**src/rtl/mod_addsub_pipe.sv**
```systemverilog
`default_nettype none
// ============================================================================
// Module   : mod_addsub_pipe
// Brief    : Two-stage multi-lane modular adder/subtractor, z = (x +/- y) mod MOD,
//            valid/ready on both sides. Optional MOD_RANGE_CHECK_EN adds out_err_o.
// Revision : 1.0 - initial release
// ============================================================================
module mod_addsub_pipe #(
    parameter int unsigned DATA_W = 14,
    parameter int unsigned MOD    = 3329,
    parameter int unsigned LANES  = 2
) (
    input  logic                    clk,
    input  logic                    rst_n,
    input  logic                    in_valid_i,
    output logic                    in_ready_o,
    input  logic                    in_op_i,
    input  logic [LANES*DATA_W-1:0] in_x_i,
    input  logic [LANES*DATA_W-1:0] in_y_i,
    output logic                    out_valid_o,
    input  logic                    out_ready_i,
    output logic [LANES*DATA_W-1:0] out_z_o
`ifdef MOD_RANGE_CHECK_EN
    ,
    output logic                    out_err_o
`endif
);

    localparam logic [DATA_W:0]   C_MOD_W = (DATA_W+1)'(MOD);
    localparam logic [DATA_W-1:0] C_MOD_N = DATA_W'(MOD);

    logic                         s1_valid_q, s1_valid_d;
    logic                         s1_op_q;
    logic [LANES-1:0][DATA_W:0]   s1_raw_q, s1_raw_d;
    logic                         s2_valid_q, s2_valid_d;
    logic [LANES-1:0][DATA_W-1:0] s2_z_q, s2_z_d;
    logic                         w_s2_adv;

    // S2 can take new data when it is empty or its content leaves this cycle
    assign w_s2_adv   = !s2_valid_q | out_ready_i;
    assign in_ready_o = !s1_valid_q | w_s2_adv;

    assign s1_valid_d = in_ready_o ? in_valid_i : s1_valid_q;
    assign s2_valid_d = w_s2_adv   ? s1_valid_q : s2_valid_q;

    for (genvar i = 0; i < LANES; i++) begin : g_lane
        logic [DATA_W:0] w_x, w_y, w_r;
        assign w_x = {1'b0, in_x_i[i*DATA_W +: DATA_W]};
        assign w_y = {1'b0, in_y_i[i*DATA_W +: DATA_W]};
        assign w_r = s1_raw_q[i];
        // Bit DATA_W of the raw value is the borrow for subtract
        assign s1_raw_d[i] = in_op_i ? (w_x - w_y) : (w_x + w_y);
        assign s2_z_d[i]   = s1_op_q
                           ? (w_r[DATA_W] ? (w_r[DATA_W-1:0] + C_MOD_N) : w_r[DATA_W-1:0])
                           : ((w_r >= C_MOD_W) ? DATA_W'(w_r - C_MOD_W) : w_r[DATA_W-1:0]);
    end

    always_ff @(posedge clk or negedge rst_n) begin
        if (!rst_n) begin
            s1_valid_q <= 1'b0;
            s1_op_q    <= 1'b0;
            s1_raw_q   <= '0;
            s2_valid_q <= 1'b0;
            s2_z_q     <= '0;
        end else begin
            s1_valid_q <= s1_valid_d;
            s2_valid_q <= s2_valid_d;
            if (in_ready_o) begin
                s1_op_q  <= in_op_i;
                s1_raw_q <= s1_raw_d;
            end
            if (w_s2_adv) begin
                s2_z_q <= s2_z_d;
            end
        end
    end

    assign out_valid_o = s2_valid_q;
    assign out_z_o     = s2_z_q;

`ifdef MOD_RANGE_CHECK_EN
    logic [LANES-1:0] w_oor;
    logic             s1_err_q, s1_err_d;
    logic             s2_err_q, s2_err_d;

    for (genvar i = 0; i < LANES; i++) begin : g_range
        assign w_oor[i] = (in_x_i[i*DATA_W +: DATA_W] >= C_MOD_N)
                        | (in_y_i[i*DATA_W +: DATA_W] >= C_MOD_N);
    end

    assign s1_err_d = |w_oor;
    assign s2_err_d = s1_err_q;

    always_ff @(posedge clk or negedge rst_n) begin
        if (!rst_n) begin
            s1_err_q <= 1'b0;
            s2_err_q <= 1'b0;
        end else begin
            if (in_ready_o) begin
                s1_err_q <= s1_err_d;
            end
            if (w_s2_adv) begin
                s2_err_q <= s2_err_d;
            end
        end
    end

    assign out_err_o = s2_err_q;
`endif

endmodule
`default_nettype wire

```
**config.mk**
```make
export PLATFORM = sky130hd
export DESIGN_NAME = mod_addsub_pipe
export DESIGN_NICKNAME = d
export VERILOG_FILES = /design/src/rtl/mod_addsub_pipe.sv
export SDC_FILE = /design/constraint.sdc
export NUM_CORES = 1
export LEC_CHECK = 0
export BUFFER_PORTS_ARGS = -buffer_cell sky130_fd_sc_hd__buf_2
export CORE_MARGIN = 1
export CORE_UTILIZATION = 45
export CTS_CLUSTER_DIAMETER = 30
export DETAILED_ROUTE_END_ITERATION = 10
export PLACE_DENSITY = 0.66
export SLEW_MARGIN = 20
export SYNTH_ARGS = -nofsm -noshare
export SYNTH_HDL_FRONTEND = slang
export SYNTH_SLANG_ARGS = --single-unit
```
**constraint.sdc**
```tcl
create_clock -name clk -period 5.4 [get_ports clk]
set_clock_uncertainty 0.1 [all_clocks]
set_input_delay 0 -clock clk [delete_from_list [all_inputs] [get_ports clk]]
set_output_delay 0 -clock clk [all_outputs]
set_load 0.1 [all_outputs]
```
Word level (Yosys, flattened, before mapping)
Index checks and enable logic that the tools add are counted.
Cells by class
  bitwise logic cells: 2
  add/subtract/negate cells: 8
  reduce and logical (&&, ||, !) cells: 2
  magnitude comparators: 2
  mux-type cells: 8
Operators by type and width (count)
  14-bit 2-to-1 mux: 6
  14-bit by 14-bit adder with 15-bit output: 2
  15-bit by 12-bit greater-or-equal comparator with 1-bit output, second input constant: 2
  15-bit 2-to-1 mux: 2
  14-bit by 14-bit subtractor with 15-bit output: 2
  14-bit by 12-bit adder with 14-bit output, second input constant: 2
  14-bit by 12-bit subtractor with 14-bit output, second input constant: 2
  1-bit zero test: 2
  1-bit bitwise OR: 2
Storage, ports and cells
  bits of input ports: 61
  bits in registers: 61
  word-level logic and storage cells: 29

Logic depth before layout (Yosys ltp)
Gate-level depths: netlist of run 1.
  depth after elaboration: 3
  depth in mapped cells: 13
  mapped depth without buffers: 13

Worst setup path before layout of run 1
OpenSTA, ideal clock, no wires.
  path kind: reg2reg
  start: register s2_valid_q (netlist: out_valid_o)
  end: register s1_raw_q (netlist bit g_lane[0].w_r[12])
  arrival time: 2.550 ns
  clock period less this slack: 2.837 ns
  stages on the path, launching flop included: 7
  slack: 2.563 ns
  data required time: 5.113 ns
  setup time: 0.187 ns
  cell sequence: dfrtp_1 nor2b_1 and2_1 clkbuf_1 clkinv_1 clkbuf_1 a21oi_1
Between the ends
  cells in the longest elaborated chain, start to end: 3
Ends and longest elaborated chain
  start, declared: RTL line 35  | logic s2_valid_q, s2_valid_d;
  start signal, assigned: RTL line 67  | s2_valid_q <= s2_valid_d;
  1-bit zero test: RTL line 40  | assign w_s2_adv = !s2_valid_q | out_ready_i;
  1-bit bitwise OR: RTL line 40
  1-bit bitwise OR: RTL line 41  | assign in_ready_o = !s1_valid_q | w_s2_adv;
  net in_ready_o: RTL line 16  | output logic in_ready_o,
  end signal, assigned: RTL line 70  | s1_raw_q <= s1_raw_d;
  end, declared: RTL line 34  | logic [LANES-1:0][DATA_W:0] s1_raw_q, s1_raw_d;
The timed path passes the listed nets, and every way through them passes these cells.
A chain may end at the register's enable or synchronous reset.

Worst setup path after layout of run 1
  start: input in_y_i[0]
  end: register s1_raw_q (netlist bit g_lane[0].w_r[13])
Between the ends
  cells in the longest elaborated chain, start to end: 2
Ends and longest elaborated chain
  start, declared: RTL line 19  | input logic [LANES*DATA_W-1:0] in_y_i,
  14-bit by 14-bit adder with 15-bit output / 14-bit by 14-bit subtractor with 15-bit output (equally long branches): RTL line 52  | assign s1_raw_d[i] = in_op_i ? (w_x - w_y) : (w_x + w_y);
  15-bit 2-to-1 mux *: RTL line 52
Every way passes the cells marked *; elsewhere a longest branch is shown, timed or not.

==> out/metrics.cfg, run 1 <==
[synth]
synth_top_area_share_pct=28.3
ys_types=66
synthTopCellsByCount=nor2_1, a21oi_1, dfrtp_1
synth_edf_count=0
syn_avg_cell_area_sq_um=8.03
syn_inst=671
post-synth-top-count-cell=nor2_1
ys.flop_type=dfrtp_1
ys_seq_area_share_pct=28.3
synth.net_count=770
synth.top_cells.by_area=dfrtp_1, ha_1, xnor2_1, a21oi_1, o21ai_0
synth_warnings=0
async_flop_share_pct=100
syn_area_sq_um=5390
yosysTopAreaCell=dfrtp_1
ys_ff_latch=61

[power]
finalPower_mw=2.94
vdd_ir_drop_max_v=0.000187
p_leak_nw=2.71
power_density_nw_per_um2=472

[drt]
ant_nets=0
wl_met2_um=5600
dr_total_vias=5141
drt-vias-per-instance=5.72
drtPass1Iterations=8
m1WireLength_um=6560
wl_um=13000
dr_wl_met3_um=674
maxUsedRoutingLayer=met4
drt_iter0_markers=305
drc=14
routedWlPerCell_um=14.5

[placement]
place.gp.congestion=0.933
portBuffers=90
dp_slack_ns=1.88
dp_cells=876
dp.final_hpwl_um=10200

[global_routing]
grt_pass1_wl_um=22500
grtUsageTotal_pct=22.0
antenna_found_initial=0
grt.overflow.total=0
first_global_vias=4863
grt_max_degree=62

[cts]
htreeDepth=3
clk_latency_ns=0.33
numCtsBuffers=9
cts_hold_buf=7
cts_root_buf=clkbuf_16
cts_resized=0
clk_path_buf_depth=2
cts.clk_slew.worst_paths_ns=0.05
postCtsSetupRepairBufs=0
cts_sinks=61
cts_tree=built

[floorplanning]
start_util_pct=46.6
die_area_sq_um=12400
rows=39
core-area_sq_um=11600
die-height_um=111
dieWidth_um=111
ios=91

[worst_hold_path]
hp-class=in2reg
min_to=g_lane[0].w_r[1]
holdPathStages=4
min-delay-start=in_x_i[1]

[setup_path]
timing.rr.start=out_valid_o
reg2reg_slack_ns=2.74
cp.required_ns=5.53
startpoint_type=primary input
reg2reg_to=g_lane[1].w_r[11]
worstSetupPathType=in2reg
critical_path.max_fanout=5
r2r_cells=7
cp.arrival_ns=3.31
end_kind=flip-flop

[timing]
grt_setup_unrepaired=no
slew_viol_final=0
max_freq_ghz=0.315
timing.slew.headroom_pct=49.4
hold_violations=0
post-route-period-util_pct=58.8
setup_viol=0
tightest_slew_ns=0.759
setup_slack_ns=2.23
tns_ns=0
period_minus_slack_ns=3.17

[cells_and_area]
fin_nets=850
diodes=0
fin_cells=899
area_growth_syn_to_layout_pct=15.9
drive_above_1_share_pct=16.9

[status]
status=finished, violations left
violations=DRC

[run]
cap_violations=0

==> sequential cells by signal, summed over array words and instances, names as in the netlist <==
name and cells:
s1_op_q 1, s1_valid_q 1, out_z_o 28, g_lane.w_r 30, out_valid_o 1
==> per-layer routing <==
metal  up-vias  global-route usage, %
met2       171                   34.0
met4         0                   8.47
li1       2609                      -
met3        16                   3.43
met5         -                      0
met1      2345                   31.0
==> power breakdown <==
part / switching [mW] / internal, mW
Clock: 0.192 / 0.393
Sequential: 0.191 / 0.613
Combinational: 1.14 / 0.411
Total: 1.53 / 1.42
==> cell families (layout without fill, tap and decap cells) <==
logic type / after synthesis / count (layout) / share of synthesized area, %
flops: 61 / 61 / 28.3
xor+xnor: 58 / 58 / 9.43
fa+ha+maj: 38 / 38 / 9.11
simple gates: 230 / 230 / 21.1
compound gates: 212 / 212 / 24.5
buf+inv: 62 / 147 / 5.53
mux: 10 / 10 / 1.95
==> critical path, stage by stage <==
cell and delay, ns:
dlygate4sd3_1 0.53, buf_2 0.14, inv_1 0.05, ha_1 0.16, nand2b_1 0.10, nor3b_1 0.44, nor2_1 0.10, xnor2_1 0.15
ha_1 0.33, and3_1 0.21, o21ai_0 0.08, a21oi_1 0.10, o311ai_0 0.54, a21oi_1 0.14, o31ai_1 0.25
==> final cells by class <==
type | instances | area [sq um]
fill | 1104 | 5320
multi-input combinational | 548 | 3560
clock inverter | 3 | 42.5
timing repair buffer | 100 | 543
clock buffer | 13 | 270
inverter | 31 | 116
tap | 143 | 179
sequential | 61 | 1530
==> placed cells by master, fill, tap and decap left out, types with 4 or more instances in the layout <==
master / count
buf_2: 90
nor2_1: 69
a21oi_1: 64
dfrtp_1: 61
nand2_1: 59
o21ai_0: 54
xnor2_1: 41
ha_1: 36
inv_1: 30
o211ai_1: 19
nand2b_1: 17
xor2_1: 17
nor3_1: 16
nand3_1: 12
a31oi_1: 11
o31ai_1: 10
nor4_1: 9
clkbuf_16: 9
nand4_1: 7
dlygate4sd3_1: 7
mux2i_1: 6
a211oi_1: 6
a21o_1: 6
and3_1: 6
and2_1: 5
or3_1: 4
nor3b_1: 4
mux2_2: 4
and4_1: 4
a41oi_1: 4
o21a_1: 4
==> worst max-delay path by stage <==
stage                 from           endpoint  slack (ns)  cells past startpoint
3_3_place_gp   out_valid_o  g_lane[1].w_r[11]        1.98                      7
5_1_grt          in_y_i[0]  g_lane[0].w_r[13]        1.80                     15
4_1_cts        out_valid_o         in_ready_o        1.75                      5
3_5_place_dp   out_valid_o  g_lane[1].w_r[11]        1.88                      7
2_1_floorplan  out_valid_o  g_lane[0].w_r[12]        2.56                      6
6_report         in_y_i[0]  g_lane[0].w_r[13]        2.23                     15
==> through the flow <==
stage / cell area (sq um) / util, % / hold slack [ns]
2_1_floorplan: 5390 / - / -0.396
3_3_place_gp: 5860 / 50.7 / 0.0954
3_5_place_dp: 5860 / 50.7 / 0.108
4_1_cts: 6240 / 54.0 / 0.00272
5_1_grt: 6240 / 54.0 / 0.0443
6_report: 6240 / 54.0 / 0.0120
Power figures use the tool's default switching activity.
==> run 2: changes to the inputs <==
--- a/config.mk
+++ b/config.mk
@@ -10,7 +10,7 @@
 export CORE_UTILIZATION = 45
 export CTS_CLUSTER_DIAMETER = 30
 export DETAILED_ROUTE_END_ITERATION = 10
-export PLACE_DENSITY = 0.66
+export PLACE_DENSITY = 0.69
 export SLEW_MARGIN = 20
 export SYNTH_ARGS = -nofsm -noshare
 export SYNTH_HDL_FRONTEND = slang
==> constraint.sdc (replaced) <==
create_clock -name clk -period 2.83 [get_ports clk]
set_clock_uncertainty 0.1 [all_clocks]
set_input_delay 0 -clock clk [delete_from_list [all_inputs] [get_ports clk]]
set_output_delay 0 -clock clk [all_outputs]
set_load 0.1 [all_outputs]
==> out/metrics.cfg, run 2 (synthesis results as in run 1) <==
[setup_path]
critical_path.max_fanout=6  ; +1
timing.rr.start=g_lane[0].w_r[7]
crit_end=g_lane[1].w_r[12]
reg2reg_slack_ns=0.46  ; -2.28 ns
startpoint=in_y_i[19]
reg2reg_to=out_z_o[10]
cp.arrival_ns=2.80  ; -0.51 ns
end_kind=flip-flop
cp.required_ns=2.94  ; -2.59 ns
worstSetupPathType=in2reg
r2r_cells=6  ; -1
startpoint_type=primary input

[cells_and_area]
layout_commonest_cell=buf_2
final_area_sq_um=6480  ; +3.9%
diodes=0  ; unchanged
postLayoutCoreUtil_pct=56.1  ; +2.1 points
area_growth_syn_to_layout_pct=20.4
fin_nets=879  ; +3.4%
drive_above_1_share_pct=20.5  ; +3.6 points
largest_reg_flops=30  ; unchanged
n_fill_cell=1076  ; -2.5%
layout_common_cells=buf_2, nor2_1, a21oi_1, dfrtp_1, nand2_1

[placement]
dp_slack_ns=-0.239  ; -2.12 ns
portBuffers=90  ; unchanged
place.gp.congestion=0.892  ; -4.4%
placed_cell_area_sq_um=6080  ; +3.8%
dp.final_hpwl_um=10300  ; +1.1%

[timing]
setup_slack_ns=0.140  ; -2.09 ns
slew_viol_final=0  ; unchanged
period_minus_slack_ns=2.69
setup_viol=0  ; unchanged
post-route-period-util_pct=95.0
tns_ns=0  ; unchanged
timing.slew.headroom_pct=39.5  ; -9.9 points
hold_violations=0  ; unchanged
tightest_slew_ns=0.907  ; +0.148 ns
max_freq_ghz=0.372

[drt]
ant_nets=0  ; unchanged
wl_um=13400  ; +2.4%
routedWlPerCell_um=14.4  ; -0.81%
drt-vias-per-instance=5.62  ; -1.7%
drc=12  ; -2
drtPass1Iterations=8  ; unchanged
drt_iter0_markers=291  ; -4.6%
dr_total_vias=5214  ; +1.4%

[cts]
htreeDepth=3  ; unchanged
cts.clk_slew.worst_paths_ns=0.05  ; about the same
cts_tree=built
clk_latency_ns=0.33  ; about the same
cts_sinks=61  ; unchanged
numCtsBuffers=9  ; unchanged
cts_root_buf=clkbuf_16
clk_path_buf_depth=2  ; unchanged

[global_routing]
first_global_vias=4879  ; +0.33%
grt_max_degree=62  ; unchanged
antenna_found_initial=0  ; unchanged
grt_pass1_wl_um=22700  ; +1.1%
grt.overflow.total=0  ; unchanged
grtUsageTotal_pct=22.1  ; +0.053 points

[status]
violations=DRC
status=finished, violations left

[power]
seqPwrFrac_pct=25.8  ; -1.5 points
internal-power_mw=2.83  ; +100%
p_comb_share_pct=53.5  ; +0.7 points
power_density_nw_per_um2=891  ; +89%
p_leak_nw=2.87  ; +5.6%
p_switching_mw=2.94  ; +93%
power_frac_clock_pct=20.7  ; +0.8 points
vdd_ir_drop_max_v=0.000361  ; +93%
swShare_pct=50.9  ; -0.94 points

[worst_hold_path]
hp-class=in2reg

[floorplanning]
dieWidth_um=111  ; unchanged
rows=39  ; unchanged
ios=91  ; unchanged
core-area_sq_um=11600  ; unchanged
die_area_sq_um=12400  ; unchanged
start_util_pct=46.6  ; unchanged
die-height_um=111  ; unchanged

[run]
cap_violations=0  ; unchanged

run 2: final cells by class:
| type | count | area [sq um] | area share [%] |
|---|---|---|---|
| clock buffers | 12 | 256 | 3.96 |
| clock inverters | 4 | 70.1 | 1.08 |
| inverters | 31 | 116 | 1.79 |
| multi-input cells | 548 | 3580 | 55.2 |
| flip-flops and latches | 61 | 1530 | 23.5 |
| well taps | 143 | 179 | 2.76 |
| repair buffers | 129 | 756 | 11.7 |
run 2: critical path, cell delays in order:
cell	delay, ns
buf_2	0.10
or4_1	0.54
or3_1	0.36
nor4_2	0.16
buf_4	0.16
nor2_1	0.04
xnor2_1	0.14
ha_1	0.37
nand2_1	0.11
a21oi_2	0.14
a21oi_1	0.11
o21bai_1	0.22
buf_4	0.14
xnor2_1	0.11
a21oi_1	0.08
run 2: power groups by stage:
stage               Combinational, mW  Clock, mW  Sequential (mW)
floorplan                        1.32          0             2.62
global placement                 3.03          0             1.49
detailed placement               3.07          0             1.50
CTS                              3.09       1.21             1.48
global route                     3.32       1.25             1.54
finish                           3.09       1.20             1.49
run 2: layer usage:
layer	wire length, um	vias to the layer above	track usage [%]
met1	6780	2394	31.9
met2	5820	153	34.1
met4	134	0	7.03
met3	614	11	2.94
li1	-	2656	-
met5	0	-	0
run 2: stage by stage:
step / hold WS, ns / std cells / power, mW
5_1_grt: 0.0339 / 928 / 6.11
2_1_floorplan: -0.396 / 671 / 3.94
3_3_place_gp: 0.0905 / 906 / 4.52
6_report: 0.00992 / 928 / 5.78
3_5_place_dp: 0.0964 / 906 / 4.56
4_1_cts: 0.00448 / 927 / 5.78
run 2: what timing repair did:
item / 4_1_cts / 5_1_grt
gates resized for setup: 0 / 4
hold buffers: 5 / 0
endpoints found under the hold margin: 64 / 0
setup buffers: 0 / 1
setup endpoints to repair: 0 / 3
run 2: worst min-delay path by stage:
stage,from,end,slack (ns),depth (start not counted)
global placement,rst_n,out_z_o[14],0.09,2
CTS,in_x_i[15],g_lane[1].w_r[1],0.004,4
finish,in_x_i[15],g_lane[1].w_r[1],0.01,4
global route,in_x_i[15],g_lane[1].w_r[1],0.03,4
floorplan,rst_n,g_lane[0].w_r[0],-0.40,0
detailed placement,in_valid_i,s1_valid_q,0.1,2
==> run 3: changes to the inputs <==
--- a/config.mk
+++ b/config.mk
@@ -5,12 +5,13 @@
 export SDC_FILE = /design/constraint.sdc
 export NUM_CORES = 1
 export LEC_CHECK = 0
+export ABC_AREA = 1
 export BUFFER_PORTS_ARGS = -buffer_cell sky130_fd_sc_hd__buf_2
 export CORE_MARGIN = 1
 export CORE_UTILIZATION = 45
 export CTS_CLUSTER_DIAMETER = 30
 export DETAILED_ROUTE_END_ITERATION = 10
-export PLACE_DENSITY = 0.69
+export PLACE_DENSITY = 0.66
 export SLEW_MARGIN = 20
 export SYNTH_ARGS = -nofsm -noshare
 export SYNTH_HDL_FRONTEND = slang
==> constraint.sdc (replaced) <==
create_clock -name clk -period 2.75 [get_ports clk]
set_clock_uncertainty 0.1 [all_clocks]
set_input_delay 0 -clock clk [delete_from_list [all_inputs] [get_ports clk]]
set_output_delay 0 -clock clk [all_outputs]
set_load 0.1 [all_outputs]
==> out/metrics.cfg, run 3 <==
[status]
status=finished, final reports clean

[placement]
place.gp.congestion=0.909  ; +1.9%
portBuffers=90  ; unchanged
dp_slack_ns=0.217  ; +0.456 ns
placed_cell_area_sq_um=6540  ; +7.4%
dp.final_hpwl_um=11800  ; +15%

[floorplanning]
die_area_sq_um=13800  ; +11%
die-height_um=117  ; +5.3%
rows=41  ; +5.1%
dieWidth_um=117  ; +5.3%
core-area_sq_um=12800  ; +10%
ios=91  ; unchanged
start_util_pct=46.9  ; +0.30 points

[global_routing]
grt_max_degree=40  ; -35%
grt_pass1_wl_um=25600  ; +13%
grt.overflow.total=0  ; unchanged
antenna_found_initial=0  ; unchanged
first_global_vias=5540  ; +14%
grtUsageTotal_pct=22.3  ; +0.24 points

[setup_path]
critical_path.max_stage_delay_ns=0.53  ; about the same
worstSetupPathType=in2reg
cp.arrival_ns=2.68  ; -0.12 ns
crit_chain=dlygate4sd3_1 -> buf_2 -> inv_1 -> nand2_1 -> nor2_1 -> nand3_1 -> o21ai_0 -> xnor2_1 -> inv_1 -> ha_1 -> inv_1 -> o21bai_1 -> nand3_1 -> nand2_1 -> a21oi_1 -> a21o_1 -> nand3_1 -> nand2_1
path_delay_family=buffers and inverters
end_kind=flip-flop
startpoint_type=primary input
crit_path_top_delay_cell=dlygate4sd3_1
critical_path.max_fanout=4  ; -2
cp.required_ns=2.86  ; -0.08 ns
worst-path-buf-inv=5  ; +2

[drt]
drc=0  ; -12
drtPass1Iterations=7  ; -1
drt-vias-per-instance=4.99  ; -11%
drt_iter0_markers=319  ; +9.6%
dr_total_vias=5979  ; +15%
routedWlPerCell_um=12.6  ; -13%
ant_nets=0  ; unchanged
wl_um=15000  ; +13%

[cts]
cts_root_buf=clkbuf_16
cts_sinks=61  ; unchanged
clk_latency_ns=0.33  ; about the same
numCtsBuffers=9  ; unchanged
cts_tree=built
cts.clk_slew.worst_paths_ns=0.05  ; about the same
clk_path_buf_depth=2  ; unchanged
htreeDepth=3  ; unchanged

[synth]
ys_types=40  ; -39%
synth.net_count=1035  ; +34%
yosysTopAreaCell=dfrtp_1
syn_inst=936  ; +39%
post-synth-top-count-cell=nand2_1
syn_avg_cell_area_sq_um=6.40  ; -20%
syn_area_sq_um=5990  ; +11%
ys_ff_latch=61  ; unchanged
async_flop_share_pct=100  ; unchanged
synth_top_area_share_pct=25.5  ; -2.8 points
ys_seq_area_share_pct=25.5  ; -2.8 points
synthTopCellsByCount=nand2_1, inv_1, nand3_1
synth_edf_count=0  ; unchanged
synth.top_cells.by_area=dfrtp_1, nand2_1, nand3_1, ha_1, inv_1
synth_warnings=0  ; unchanged
ys.flop_type=dfrtp_1

[cells_and_area]
layout_common_cells=nand2_1, inv_1, nand3_1, buf_2, nor2_1
layout_commonest_cell=nand2_1
postLayoutCoreUtil_pct=55.3  ; -0.73 points
drive_above_1_share_pct=17.4  ; -3.1 points
diodes=0  ; unchanged
area_growth_syn_to_layout_pct=18.1
largest_reg_flops=30  ; unchanged
fin_nets=1120  ; +27%
final_area_sq_um=7070  ; +9.0%

[timing]
hold_violations=0  ; unchanged
max_freq_ghz=0.390
post-route-period-util_pct=93.3
timing.slew.headroom_pct=43.3  ; +3.8 points
tns_ns=0  ; unchanged
slew_viol_final=0  ; unchanged
period_minus_slack_ns=2.57
grt_setup_unrepaired=no
tightest_slew_ns=0.850  ; -0.0574 ns
setup_viol=0  ; unchanged
setup_slack_ns=0.184  ; +0.0435 ns
whs_ns=0.00814  ; -0.00178 ns

[power]
vdd_ir_drop_max_v=0.000354  ; -1.9%
power_density_nw_per_um2=838  ; -6.0%
p_leak_nw=3.66  ; +28%

[run]
cap_violations=0  ; unchanged

[worst_hold_path]
hp-class=in2reg

[run 3: worst register-to-register path: cells and delay by family (launching register included)]
family	cells	cell delay, ns
buffers and inverters	2	0.70
DFF	1	0.37
and+or+nand+nor	5	0.44
AOI/OAI and AO/OA	1	0.21
[run 3: path summary, 6_finish.rpt]
path	start	end	slack, ns	depth (start not counted)
max	in_y_i[14]	g_lane[1].w_r[14]	0.18	18
min	in_x_i[15]	g_lane[1].w_r[1]	0.008	4
max reg2reg	s1_op_q	out_z_o[13]	0.87	8
min reg2reg	out_z_o[23]	out_z_o[23]	0.37	2
max in group asynchronous	rst_n	out_z_o[6]	1.51	3
min in group asynchronous	rst_n	g_lane[1].w_r[10]	0.23	2
[run 3: layer usage]
| metal | share of wire, % | up-vias | global-route usage, % |
|---|---|---|---|
| met3 | 6.2 | 15 | 3.16 |
| met2 | 40 | 185 | 32.4 |
| li1 | - | 3212 | - |
| met5 | 0 | - | 0 |
| met4 | 1.4 | 0 | 8.12 |
| met1 | 52 | 2567 | 33.2 |
[run 3: repair_timing]
item | CTS | global route
endpoints found under the setup margin | 0 | 11
buffers inserted | 0 | 1
hold buffers | 6 | 0
hold endpoints to repair | 42 | 0
gates resized for setup | 0 | 41
[run 3: power by group]
part	switching, mW	internal (mW)
registers	0.351	1.18
logic	2.41	0.803
clock network	0.384	0.788
total	3.15	2.77
[run 3: metrics by stage]
| step | total power [mW] | std cells |
|---|---|---|
| after floorplan | 4.09 | 936 |
| after global placement | 4.66 | 1176 |
| after detailed placement | 4.67 | 1176 |
| after CTS | 5.88 | 1198 |
| after global routing | 6.34 | 1198 |
| final | 5.92 | 1198 |
[run 3: cells by family (layout without fill, tap and decap cells)]
| logic type | Yosys count | in the layout | synth area share (%) |
|---|---|---|---|
| and+or+nand+nor | 514 | 514 | 37.6 |
| xor gates and xnor gates | 38 | 38 | 5.56 |
| AOI/OAI and AO/OA | 139 | 139 | 12.8 |
| DFF | 61 | 61 | 25.5 |
| buffers and inverters | 146 | 236 | 10.4 |
| adders and majority gates | 38 | 38 | 8.19 |
[run 3: area by class of cell]
| cell class | count | area, sq um |
|---|---|---|
| Tap cell | 172 | 215 |
| Clock inverter | 5 | 75.1 |
| Clock buffer | 11 | 233 |
| Fill cell | 1311 | 5700 |
| Sequential cell | 61 | 1530 |
| Multi-Input combinational cell | 729 | 4010 |
| Inverter | 115 | 434 |
| Timing Repair Buffer | 105 | 581 |
